### src/rtl/regfile_arbiter_pkg.sv
// regfile_arbiter_pkg
//   Shared defaults and helpers for the register-file arbiter slice.
//   ARB_DATA_W / ARB_ADDR_W / ARB_N_REQ : default data width, address width,
//                                         requester count
//   owner_w(n)                          : owner-id width, clog2(n), min 1
package regfile_arbiter_pkg;

  localparam int unsigned ARB_DATA_W = 8;
  localparam int unsigned ARB_ADDR_W = 2;
  localparam int unsigned ARB_N_REQ  = 2;

  function automatic int unsigned owner_w(input int unsigned n);
    return (n > 1) ? $clog2(n) : 1;
  endfunction

endpackage

### src/rtl/regfile_arbiter_rr_pick.sv
// rr_pick
//   Combinational one-of-N picker used for both the write and read side.
//   Optional feature macro: REGFILE_ARB_RR_EN
//     defined     : round-robin, search starts at ptr and wraps upward;
//                   next_ptr is the winner + 1 mod N (ptr unchanged if no req)
//     not defined : fixed priority, lowest index wins; no pointer ports
//   Ports:
//     req      in  N            request vector
//     ptr      in  owner_w(N)   current priority pointer (RR build only)
//     next_ptr out owner_w(N)   pointer to load after a grant (RR build only)
//     grant    out N            one-hot grant (all zero when no request)
module rr_pick
  import regfile_arbiter_pkg::*;
#(
  parameter int unsigned N = ARB_N_REQ
) (
  input  logic [N-1:0]            req,
`ifdef REGFILE_ARB_RR_EN
  input  logic [owner_w(N)-1:0]   ptr,
  output logic [owner_w(N)-1:0]   next_ptr,
`endif
  output logic [N-1:0]            grant
);

`ifdef REGFILE_ARB_RR_EN
  localparam int unsigned IW = owner_w(N);

  // Two passes instead of a rotated index: first the requesters at or above
  // the pointer, then the wrapped-around ones below it.
  always_comb begin
    logic found;
    found    = 1'b0;
    grant    = '0;
    next_ptr = ptr;
    for (int unsigned j = 0; j < N; j++) begin
      if (!found && req[j] && (32'(ptr) <= j)) begin
        found    = 1'b1;
        grant[j] = 1'b1;
        next_ptr = (j == N - 1) ? '0 : IW'(j + 1);
      end
    end
    for (int unsigned j = 0; j < N; j++) begin
      if (!found && req[j] && (j < 32'(ptr))) begin
        found    = 1'b1;
        grant[j] = 1'b1;
        next_ptr = (j == N - 1) ? '0 : IW'(j + 1);
      end
    end
  end
`else
  always_comb begin
    logic found;
    found = 1'b0;
    grant = '0;
    for (int unsigned j = 0; j < N; j++) begin
      if (!found && req[j]) begin
        found    = 1'b1;
        grant[j] = 1'b1;
      end
    end
  end
`endif

endmodule

### src/rtl/regfile_arbiter.sv
// regfile_arbiter
//   Shares the single write / single read port pair of the register file
//   between N_REQ requesters. Writes and reads are arbitrated independently;
//   a read whose winning address equals the winning write address in the
//   same cycle is held back one cycle so it observes the new data.
//   Optional feature macro: REGFILE_ARB_RR_EN (round-robin pointers; without
//   it, fixed priority with the lowest index winning).
//   Ports:
//     clk, rst             clock, synchronous active-high reset
//     req_valid/we         per-requester valid and write(1)/read(0) select
//     req_adr/req_wdata    packed per-requester address and write data
//     req_ready            grant, transfer on valid&ready
//     rsp_valid/rsp_data   one-hot read-response pulse and shared read data
//     w_en/w_adr/w_data    register-file write port (registered)
//     r_en/r_adr           register-file read port (registered)
//     r_data               register-file read data, valid cycle after r_en
module regfile_arbiter
  import regfile_arbiter_pkg::*;
#(
  parameter int unsigned N_REQ  = ARB_N_REQ,
  parameter int unsigned DATA_W = ARB_DATA_W,
  parameter int unsigned ADDR_W = ARB_ADDR_W
) (
  input  logic                     clk,
  input  logic                     rst,
  input  logic [N_REQ-1:0]         req_valid,
  input  logic [N_REQ-1:0]         req_we,
  input  logic [N_REQ*ADDR_W-1:0]  req_adr,
  input  logic [N_REQ*DATA_W-1:0]  req_wdata,
  output logic [N_REQ-1:0]         req_ready,
  output logic [N_REQ-1:0]         rsp_valid,
  output logic [DATA_W-1:0]        rsp_data,
  output logic                     w_en,
  output logic [ADDR_W-1:0]        w_adr,
  output logic [DATA_W-1:0]        w_data,
  output logic                     r_en,
  output logic [ADDR_W-1:0]        r_adr,
  input  logic [DATA_W-1:0]        r_data
);

  localparam int unsigned ID_W = owner_w(N_REQ);

  logic [N_REQ-1:0]  w_req, r_req;
  logic [N_REQ-1:0]  w_grant, r_pick_grant, r_grant;
  logic              w_any, r_any, collide;
  logic [ADDR_W-1:0] w_sel_adr, r_sel_adr;
  logic [DATA_W-1:0] w_sel_data;
  logic [ID_W-1:0]   r_id, rsp_owner;
  logic [N_REQ-1:0]  rsp_onehot;

  // Requests are masked during reset so req_ready reads 0 there.
  assign w_req = rst ? '0 : (req_valid &  req_we);
  assign r_req = rst ? '0 : (req_valid & ~req_we);

`ifdef REGFILE_ARB_RR_EN
  logic [ID_W-1:0] w_ptr, r_ptr, w_ptr_nxt, r_ptr_nxt;

  rr_pick #(.N(N_REQ)) u_w_pick (
    .req      (w_req),
    .ptr      (w_ptr),
    .next_ptr (w_ptr_nxt),
    .grant    (w_grant)
  );

  rr_pick #(.N(N_REQ)) u_r_pick (
    .req      (r_req),
    .ptr      (r_ptr),
    .next_ptr (r_ptr_nxt),
    .grant    (r_pick_grant)
  );
`else
  rr_pick #(.N(N_REQ)) u_w_pick (
    .req   (w_req),
    .grant (w_grant)
  );

  rr_pick #(.N(N_REQ)) u_r_pick (
    .req   (r_req),
    .grant (r_pick_grant)
  );
`endif

  // Winner address/data/id muxes driven from the one-hot grants.
  always_comb begin
    w_sel_adr  = '0;
    w_sel_data = '0;
    r_sel_adr  = '0;
    r_id       = '0;
    for (int unsigned i = 0; i < N_REQ; i++) begin
      if (w_grant[i]) begin
        w_sel_adr  = req_adr[i*ADDR_W +: ADDR_W];
        w_sel_data = req_wdata[i*DATA_W +: DATA_W];
      end
      if (r_pick_grant[i]) begin
        r_sel_adr = req_adr[i*ADDR_W +: ADDR_W];
        r_id      = ID_W'(i);
      end
    end
  end

  assign w_any     = |w_grant;
  assign r_any     = |r_pick_grant;
  assign collide   = w_any & r_any & (w_sel_adr == r_sel_adr);
  assign r_grant   = collide ? '0 : r_pick_grant;
  assign req_ready = w_grant | r_grant;

  always_comb begin
    rsp_onehot = '0;
    for (int unsigned i = 0; i < N_REQ; i++) begin
      rsp_onehot[i] = (32'(rsp_owner) == i);
    end
  end

  always_ff @(posedge clk) begin
    if (rst) begin
      w_en      <= 1'b0;
      w_adr     <= '0;
      w_data    <= '0;
      r_en      <= 1'b0;
      r_adr     <= '0;
      rsp_owner <= '0;
      rsp_valid <= '0;
`ifdef REGFILE_ARB_RR_EN
      w_ptr     <= '0;
      r_ptr     <= '0;
`endif
    end else begin
      w_en <= w_any;
      if (w_any) begin
        w_adr  <= w_sel_adr;
        w_data <= w_sel_data;
      end
      r_en <= r_any & ~collide;
      if (r_any && !collide) begin
        r_adr     <= r_sel_adr;
        rsp_owner <= r_id;
      end
      rsp_valid <= r_en ? rsp_onehot : '0;
`ifdef REGFILE_ARB_RR_EN
      if (w_any) w_ptr <= w_ptr_nxt;
      // A collided read keeps its pointer so it wins again next cycle.
      if (r_any && !collide) r_ptr <= r_ptr_nxt;
`endif
    end
  end

  // r_data is already registered by the register file; only qualify it.
  assign rsp_data = (|rsp_valid) ? r_data : '0;

endmodule

### config.mk
export PLATFORM = sky130hd
export DESIGN_NAME = regfile_arbiter
export DESIGN_NICKNAME = d
export VERILOG_FILES = /design/src/rtl/regfile_arbiter_pkg.sv /design/src/rtl/regfile_arbiter_rr_pick.sv /design/src/rtl/regfile_arbiter.sv
export SDC_FILE = /design/constraint.sdc
export NUM_CORES = 1
export LEC_CHECK = 0
export ABC_AREA = 1
export BUFFER_PORTS_ARGS = -buffer_cell sky130_fd_sc_hd__clkbuf_2
export CORE_ASPECT_RATIO = 1.2
export CORE_MARGIN = 3
export CORE_UTILIZATION = 41
export CTS_CLUSTER_SIZE = 14
export DETAILED_ROUTE_END_ITERATION = 6
export GPL_TIMING_DRIVEN = 0
export PLACE_DENSITY_LB_ADDON = 0.1
export SLEW_MARGIN = 10
export SYNTH_ARGS = -nofsm -noshare
export SYNTH_HDL_FRONTEND = slang
export SYNTH_HIERARCHICAL = 1
export SYNTH_SLANG_ARGS = --single-unit
### constraint.sdc
create_clock -name clk -period 4.9 [get_ports clk]
set_input_delay 1.47 -clock clk [delete_from_list [all_inputs] [get_ports clk]]
set_output_delay 1.47 -clock clk [all_outputs]
set_load 0.02 [all_outputs]
Word level (Yosys, flattened, before mapping). Index checks and enable logic that the tools add are counted.

Output and inout bits: 26. Logic and storage cells: 43. Input bits: 34. Register bits after elaboration: 17.

Reduce and logical (&&, ||, !) cells: 10. Muxes and demuxes: 15. Bitwise operators: 10. Eq/ne operators: 1.

Operators by type and width (number): $mux W8 (3); $mux W2 (7); $reduce_or A2 Y1 (4); $mux W1 (5); $and A2 B2 Y2 (2); $and A1 B1 Y1 (3); $logic_and A1 B1 Y1 (3); $logic_not A1 Y1 (3); $not A1 Y1 (3); $eq A2 B2 Y1 (1); $not A2 Y2 (1); $or A2 B2 Y2 (1).

Longest topological paths before layout. Gate-level depths: netlist of the first run.

Depth in word-level cells: 12. Depth in mapped cells: 16. Gate-level depth less buffers: 15.

Modules after synthesis. Netlist of the first run, hierarchy kept.

Modules (own cells, without submodules): regfile_arbiter (cells an instance 139, sequential area each 340.3 um2, area an instance 868.3 um2, instances 1); rr_pick (cells an instance 3, sequential area each 0.0 um2, area an instance 17.5 um2, instances 2).

Worst setup path before layout of the first run. Ideal clock, no wire load.

Path type: input to output. From: input port rst. To: output port req_ready[1]. Cell stages on the path: 13. Arrival time: 3.074 ns. Setup slack: 0.356 ns. Required time: 3.430 ns. Cell sequence: clkbuf_1 > clkbuf_1 > nor2_1 > nor2_2 > buf_4 > nand2_4 > nand2_4 > inv_1 > nand2_1 > nand2_1 > nand2_2 > nand2_1 > nand2_1.

Word-level cells in the longest chain between the ends: 10.

RTL lines: start: declaration (RTL line regfile_arbiter.sv:25) `input logic rst,`; $mux W2 * (RTL line regfile_arbiter.sv:52) `assign w_req = rst ? '0 : (req_valid & req_we);`; via w_req[0] (RTL line regfile_arbiter.sv:43) `logic [N_REQ-1:0] w_req, r_req;`; $mux W1 * (RTL line regfile_arbiter_rr_pick.sv:56) `if (!found && req[j]) begin`; $logic_not A1 Y1 * (RTL line regfile_arbiter_rr_pick.sv:56); $logic_and A1 B1 Y1 * (RTL line regfile_arbiter_rr_pick.sv:56); $mux W1 * (RTL line regfile_arbiter_rr_pick.sv:56); via w_grant[1] (RTL line regfile_arbiter.sv:44) `logic [N_REQ-1:0] w_grant, r_pick_grant, r_grant;`; $mux W2 / $reduce_or A2 Y1 (equally long branches) (RTL line regfile_arbiter.sv:90, regfile_arbiter.sv:101); $eq A2 B2 Y1 / $and A1 B1 Y1 (equally long branches) (RTL line regfile_arbiter.sv:103) `assign collide = w_any & r_any & (w_sel_adr == r_sel_adr);`; $and A1 B1 Y1 (RTL line regfile_arbiter.sv:103); $mux W2 (RTL line regfile_arbiter.sv:104) `assign r_grant = collide ? '0 : r_pick_grant;`; $or A2 B2 Y2 * (RTL line regfile_arbiter.sv:105) `assign req_ready = w_grant | r_grant;`; end: declaration (RTL line regfile_arbiter.sv:30) `output logic [N_REQ-1:0] req_ready,`.

The timed path passes the listed nets; every way through them passes the cells marked *.

Worst setup path after layout of the first run. Ends and elaborated chain as after synthesis.

==> reports/qor.yml, run 1 <==
drt:
  routed_wl_um: 2350
  vias: 1072
  drcViolationCount: 0
  dr.pass1.iters: 4
  routed_via_density: 4.52
  drtIter0Drc: 20
  ant_nets: 0
  drt-wirelength-per-cell_um: 9.89
cells_and_area:
  layout_common_cells: "clkbuf_2 (58), nand2_1 (54), inv_1 (23), nor2_1 (22), dfxtp_1 (17)"
  drive_gt1_frac: 0.367
  syn2layout_area_growth_pct: 39.6
  final_util: 0.609
  nets: 242
  num-fill-cells: 239
  final_area_um2: 1260
  final_common_cell: "clkbuf_2"
  antenna_cells: 0
setup_path:
  endpoint_kind: "primary output"
  cpMostUsedCell: "nand2_1"
  slowest_delay_ns: 0.31
  crit_chain: "clkbuf_1 -> clkbuf_4 -> nor2_1 -> nor2_2 -> buf_4 -> nand2_4 -> nand2_4 -> inv_1 -> nand2_1 -> nand2_1 -> nand2_2 -> nand2_1 -> nand2_1 -> clkbuf_2"
  slowest_stage: "clkbuf_4"
  required_ns: 3.43
  crit_fanout: 10
  cp_top_family: "buffers and inverters"
  crit_buf_inv: 5
  path_class: "in -> out"
  ff2ff_setup_slack_ns: 4.27
  crit_path_start_kind: "primary input"
  worstPathArrival_ns: 3.28
global_route:
  grt_pass1_vias: 931
  grt_use_total: 0.175
  grt_first_pass_wirelength_um: 3870
  grt_max_degree: 11
  antenna_found_initial: 0
  overflow: 0
worst_hold_path:
  hold_class: "reg -> reg"
synth:
  synth.net_count: 179
  synth.cell_area_um2: 903
  yosysWarnings: 6
  synth_area_per_cell_um2: 6.23
  ys_types: 15
  ys_seq_area_frac: 0.377
  synth_seq_cells: 17
  syn_inst: 145
floorplanning:
  rows: 18
  pin_count: 60
  dieWidth_um: 48.9
  start_util: 0.436
  dieArea_um2: 2800
  core_area_um2: 2070
  die_y_um: 57.4
placement:
  dpl.hpwl_um: 1920
  gp_congestion: 0.860
  placed_area_um2: 1230
  io_buffers: 58
timing:
  tns_ns: 0
  worst_pin_slew_ns: 0.490
  rsz0062_at_grt: "no"
  slew_violations: 0
  clock_skew_ns: 0.000367
  fmax_mhz: 211
  hold_viol: 0
  setup_violations: 0
  relSlewSlack: 0.672
  period_share: 0.969
  fin_crit_ns: 4.75
power:
  powerDensity_nw_per_um2: 230
  p_leak_uw: 0.000719
  ir_worst_vdd_uv: 169
  total_power_uw: 290
clock_tree:
  postCtsResizedCells: 1
  ctsRootBufferMaster: "clkbuf_4"
  ctsHoldBuffers: 0
  clock_path_buffers: 2
  cts_tree: "done"
  htree_levels: 1
  cts.reportedPaths.clkPinSlew_ns: 0.09
  numCtsBuffers: 3
  cts.sinks: 17
  cts_setup_buffers: 0
  insertion_delay_ns: 0.29
outcome:
  status: "finished clean"
flow_run:
  cap_violations: 0
synthesized netlist by cell type, drive strengths merged:
library cell,instances,share of area
nand2,58,0.26
buf,4,0.030
o21ai,1,0.0055
nand3,2,0.011
inv,23,0.096
a31oi,9,0.062
dfxtp,17,0.38
clkbuf,2,0.0083
a21oi,4,0.035
nor2,25,0.11
registers in the layout, summed over array words and instances (netlist names):
register	cells
rsp_valid	2
w_data	8
w_en	1
r_en	1
r_adr	2
w_adr	2
rsp_owner	1
final cells by class:
class | count | area, um2 | share of cell area
tap | 30 | 37.5 | 0.0298
inverter | 23 | 86.3 | 0.0685
timing repair buffer | 58 | 290 | 0.230
clock buffer | 4 | 26.3 | 0.0208
buffer | 6 | 38.8 | 0.0308
multi-input combinational | 99 | 442 | 0.350
sequential | 17 | 340 | 0.270
logic make-up (layout without fill, tap and decap cells):
kind of cell           Yosys count  in the layout  share of synthesized area
AOI/OAI and AO/OA               14             14                      0.102
buffers and inverters           29             91                      0.134
DFF                             17             17                      0.377
and+or+nand+nor                 85             85                      0.386
metrics by stage:
step / hold WS [ns] / cells / setup WS [ns]
2_1_floorplan: 0.413 / 145 / 0.356
3_3_place_gp: 0.424 / 233 / -0.0599
3_5_place_dp: 0.436 / 233 / -0.0891
4_1_cts: 0.452 / 237 / 0.0890
5_1_grt: 0.489 / 237 / 0.0000899
6_report: 0.454 / 237 / 0.154
power by group:
| part | internal [uW] | switching, uW |
|---|---|---|
| Clock | 31.7 | 41.8 |
| Combinational | 27.0 | 41.3 |
| Sequential | 145 | 3.13 |
per-layer routing:
metal | track usage | routed length, um | vias up
li1 | - | - | 561
met1 | 0.206 | 1030 | 466
met2 | 0.293 | 1100 | 41
met3 | 0.0418 | 170 | 4
met4 | 0.0976 | 39 | 0
met5 | 0 | 0 | -
path summary, 6_finish.rpt:
path,start,to,cells after the start
setup / recovery,rst,req_ready[1],14
hold / removal,rsp_owner$_SDFFE_PP0P_,rsp_valid[0]$_SDFF_PP0_,1
setup reg to reg,w_adr[1]$_SDFFE_PP0P_,w_adr[1]$_SDFFE_PP0P_,2
hold reg to reg,rsp_owner$_SDFFE_PP0P_,rsp_valid[0]$_SDFF_PP0_,1
(Power assumes the default switching activity.)
==> inputs of run 2 (changes only) <==
--- a/config.mk
+++ b/config.mk
@@ -5,11 +5,10 @@
 export SDC_FILE = /design/constraint.sdc
 export NUM_CORES = 1
 export LEC_CHECK = 0
-export ABC_AREA = 1
 export BUFFER_PORTS_ARGS = -buffer_cell sky130_fd_sc_hd__clkbuf_2
 export CORE_ASPECT_RATIO = 1.2
 export CORE_MARGIN = 3
-export CORE_UTILIZATION = 41
+export CORE_UTILIZATION = 43
 export CTS_CLUSTER_SIZE = 14
 export DETAILED_ROUTE_END_ITERATION = 6
 export GPL_TIMING_DRIVEN = 0
==> run 2 against run 1 <==
Utilization is 0.14 points higher; via count is 4.0% higher; count of clock-buffer cells in the layout is 1 lower; clock skew hardly changed; non-clock buffer count is 4 higher; synthesized cell count is 9.0% lower; sequential cell count stayed put; critical path depth is 5 lower; worst hold slack better by 0.024 ns; global-route usage is 0.45 points higher; critical endpoint unchanged; largest cell class unchanged; highest routed layer unchanged.
==> reports/qor.yml, run 2 <==
outcome:
  status: "finished clean"  # unchanged
synth:
  synth_edf_count: 0  # unchanged
  ys_top_cells_by_count: "nor2_1 (23), dfxtp_1 (17), a21oi_1 (15)"  # was nand2_1 (54), inv_1 (23), nor2_1 (22)
  ys_seq_area_frac: 0.319  # was 0.377
  synth.net_count: 166  # was 179
  yosysWarnings: 6  # unchanged
  synth.cell_area_um2: 1070  # was 903 um2
  synthFlopType: "dfxtp_1"  # unchanged
  yosysMostFrequentCell: "nor2_1"  # was nand2_1
  syn_inst: 132  # was 145
  yosys.area.top_type_share: 0.319  # was 0.377
  ys_types: 37  # was 15
  synth_seq_cells: 17  # unchanged
  synth_area_leaders: "dfxtp_1 (32%), mux2i_1 (9.4%), nor2_1 (8.1%)"  # was dfxtp_1 (38%), nand2_1 (22%), inv_1 (9.6%)
  synth_area_per_cell_um2: 8.09  # was 6.23 um2
  synthArstFlopShare: 0  # unchanged
  yosysTopAreaCell: "dfxtp_1"  # unchanged
clock_tree:
  ctsHoldBuffers: 0  # unchanged
  cts.sinks: 17  # unchanged
  htree_levels: 1  # unchanged
  clock_path_buffers: 2  # unchanged
  insertion_delay_ns: 0.30  # was 0.29 ns
  cts_setup_buffers: 0  # unchanged
  cts_tree: "done"  # unchanged
  numCtsBuffers: 3  # unchanged
  cts.reportedPaths.clkPinSlew_ns: 0.10  # was 0.09 ns
  ctsRootBufferMaster: "clkbuf_4"  # unchanged
  postCtsResizedCells: 0  # was 1
setup_path:
  crit_fanout: 13  # was 10
  worstPathArrival_ns: 3.23  # was 3.28 ns
  slowest_delay_ns: 0.44  # was 0.31 ns
  path_class: "in -> out"  # unchanged
  crit_path_start_kind: "primary input"  # unchanged
  cpMostUsedCell: "clkbuf_2"  # was nand2_1
  slowest_stage: "nor3b_1"  # was clkbuf_4
  required_ns: 3.43  # about the same
  crit_chain: "clkbuf_2 -> nor3b_1 -> nor2b_4 -> buf_2 -> a31oi_1 -> o22a_1 -> nand3_1 -> a21o_1 -> clkbuf_2"  # was clkbuf_1 -> clkbuf_4 -> nor2_1 -> nor2_2 -> buf_4 -> nand2_4 -> nand2_4 -> inv_1 -> nand2_1 -> nand2_1 -> nand2_2 -> nand2_1 -> nand2_1 -> clkbuf_2
  endpoint_kind: "primary output"  # unchanged
drt:
  routed_via_density: 4.98  # was 4.52
  ant_nets: 0  # unchanged
  drtIter0Drc: 11  # was 20
  routed_wl_um: 2610  # was 2350 um
  drcViolationCount: 0  # unchanged
  vias: 1115  # was 1,072
  dr.pass1.iters: 4  # unchanged
  drt-wirelength-per-cell_um: 11.7  # was 9.89 um
cells_and_area:
  antenna_cells: 0  # unchanged
  final_util: 0.610  # was 0.609
  num-fill-cells: 242  # was 239
  final_common_cell: "clkbuf_2"  # unchanged
  regMostFlops: "w_data"  # unchanged
  final_area_um2: 1420  # was 1260 um2
  drive_gt1_frac: 0.409  # was 0.367
  largest_reg_flops: 8  # unchanged
  layout_common_cells: "clkbuf_2 (58), nor2_1 (23), dfxtp_1 (17), a21oi_1 (15), mux2i_1 (10)"  # was clkbuf_2 (58), nand2_1 (54), inv_1 (23), nor2_1 (22), dfxtp_1 (17)
  syn2layout_area_growth_pct: 33.2  # was 39.6%
  nets: 228  # was 242
timing:
  worst_pin_slew_ns: 0.460  # was 0.490 ns
  tns_ns: 0  # unchanged
  rsz0062_at_grt: "no"  # unchanged
  slew_violations: 0  # unchanged
  fmax_mhz: 213  # was 211 MHz
  hold_viol: 0  # unchanged
  fin_crit_ns: 4.70  # was 4.75 ns
  setup_violations: 0  # unchanged
  relSlewSlack: 0.692  # was 0.672
  period_share: 0.958  # was 0.969
  clock_skew_ns: 0.000150  # was 0.000367 ns
global_route:
  grt_use_total: 0.180  # was 0.175
  antenna_found_initial: 0  # unchanged
  grt_first_pass_wirelength_um: 4210  # was 3870 um
  grt_pass1_vias: 1018  # was 931
  grt_max_degree: 11  # unchanged
  overflow: 0  # unchanged
placement:
  dpl.hpwl_um: 2110  # was 1920 um
  gp_congestion: 0.891  # was 0.860
  placed_area_um2: 1400  # was 1230 um2
  io_buffers: 58  # unchanged
flow_run:
  cap_violations: 0  # unchanged
floorplanning:
  die_y_um: 60.6  # was 57.4 um
  core_area_um2: 2330  # was 2070 um2
  start_util: 0.458  # was 0.436
  dieWidth_um: 51.5  # was 48.9 um
  rows: 19  # was 18
  pin_count: 60  # unchanged
  dieArea_um2: 3120  # was 2800 um2
worst_hold_path:
  hold_class: "reg -> reg"  # unchanged
power:
  ir_worst_vdd_uv: 199  # was 169 uV
  powerDensity_nw_per_um2: 220  # was 230 nW/um2
  p_leak_uw: 0.000695  # was 0.000719 uW
-- run 2: changes by cell type after synthesis, moves of 3 or more --
| cell | change |
|---|---|
| a31oi_1 | -7 |
| nor2b_1 | +9 |
| and3b_1 | +3 |
| nand2_1 | -50 |
| buf_2 | +4 |
| a21oi_1 | +14 |
| nand2b_1 | +3 |
| inv_1 | -18 |
| o22ai_1 | +3 |
| nor2_2 | -3 |
| buf_1 | +3 |
| mux2i_1 | +10 |
| nor3b_1 | +3 |
-- run 2: worst max-delay path: cells and delay by family --
kind | cells | cell delay (ns)
AOI/OAI and AO/OA | 3 | 0.60
buffers and inverters | 3 | 0.53
and+or+nand+nor | 3 | 0.61
-- run 2: kinds of logic after synthesis --
family,Yosys count,synth area share
mux,11,0.108
flops,17,0.319
compound gates,31,0.197
xor+xnor,2,0.0235
buf+inv,16,0.0692
simple gates,55,0.284
-- run 2: layout make-up --
class / instances / area, um2 / area share
sequential: 17 / 340 / 0.239
multi-input combinational: 99 / 654 / 0.460
clock buffer: 3 / 22.5 / 0.0158
timing repair buffer: 58 / 290 / 0.204
inverter: 5 / 18.8 / 0.0132
clock inverter: 1 / 5.00 / 0.00352
buffer: 10 / 51.3 / 0.0361
tap: 31 / 38.8 / 0.0273
-- run 2: layer usage --
metal,wire [um],track usage
met3,132,0.0319
met1,1080,0.198
met4,48,0.0899
met2,1360,0.329
met5,0,0
-- run 2: metrics by stage --
stage	hold slack, ns	setup slack (ns)	instances	total power [uW]
after floorplan	0.435	0.226	132	208
after global placement	0.466	0.0644	221	237
after detailed placement	0.458	0.0334	221	239
after CTS	0.474	0.0431	225	317
after global routing	0.497	0.00942	224	331
final	0.477	0.205	224	312
-- run 2: final timing paths --
kind | startpoint | to | slack [ns] | cells past startpoint
worst max-delay path | rst | req_ready[1] | 0.20 | 9
worst min-delay path | rsp_owner$_SDFFE_PP0P_ | rsp_valid[0]$_SDFF_PP0_ | 0.48 | 1
worst max register to register | rsp_owner$_SDFFE_PP0P_ | rsp_owner$_SDFFE_PP0P_ | 4.08 | 2
worst min register to register | rsp_owner$_SDFFE_PP0P_ | rsp_valid[0]$_SDFF_PP0_ | 0.48 | 1
-- run 2: power by group --
| group | total (uW) | internal [uW] | switching, uW |
|---|---|---|---|
| clock | 76.7 | 30.5 | 46.3 |
| combinational | 86.1 | 37.8 | 48.2 |
| sequential | 150 | 146 | 3.96 |
| total | 312 | 214 | 98.5 |
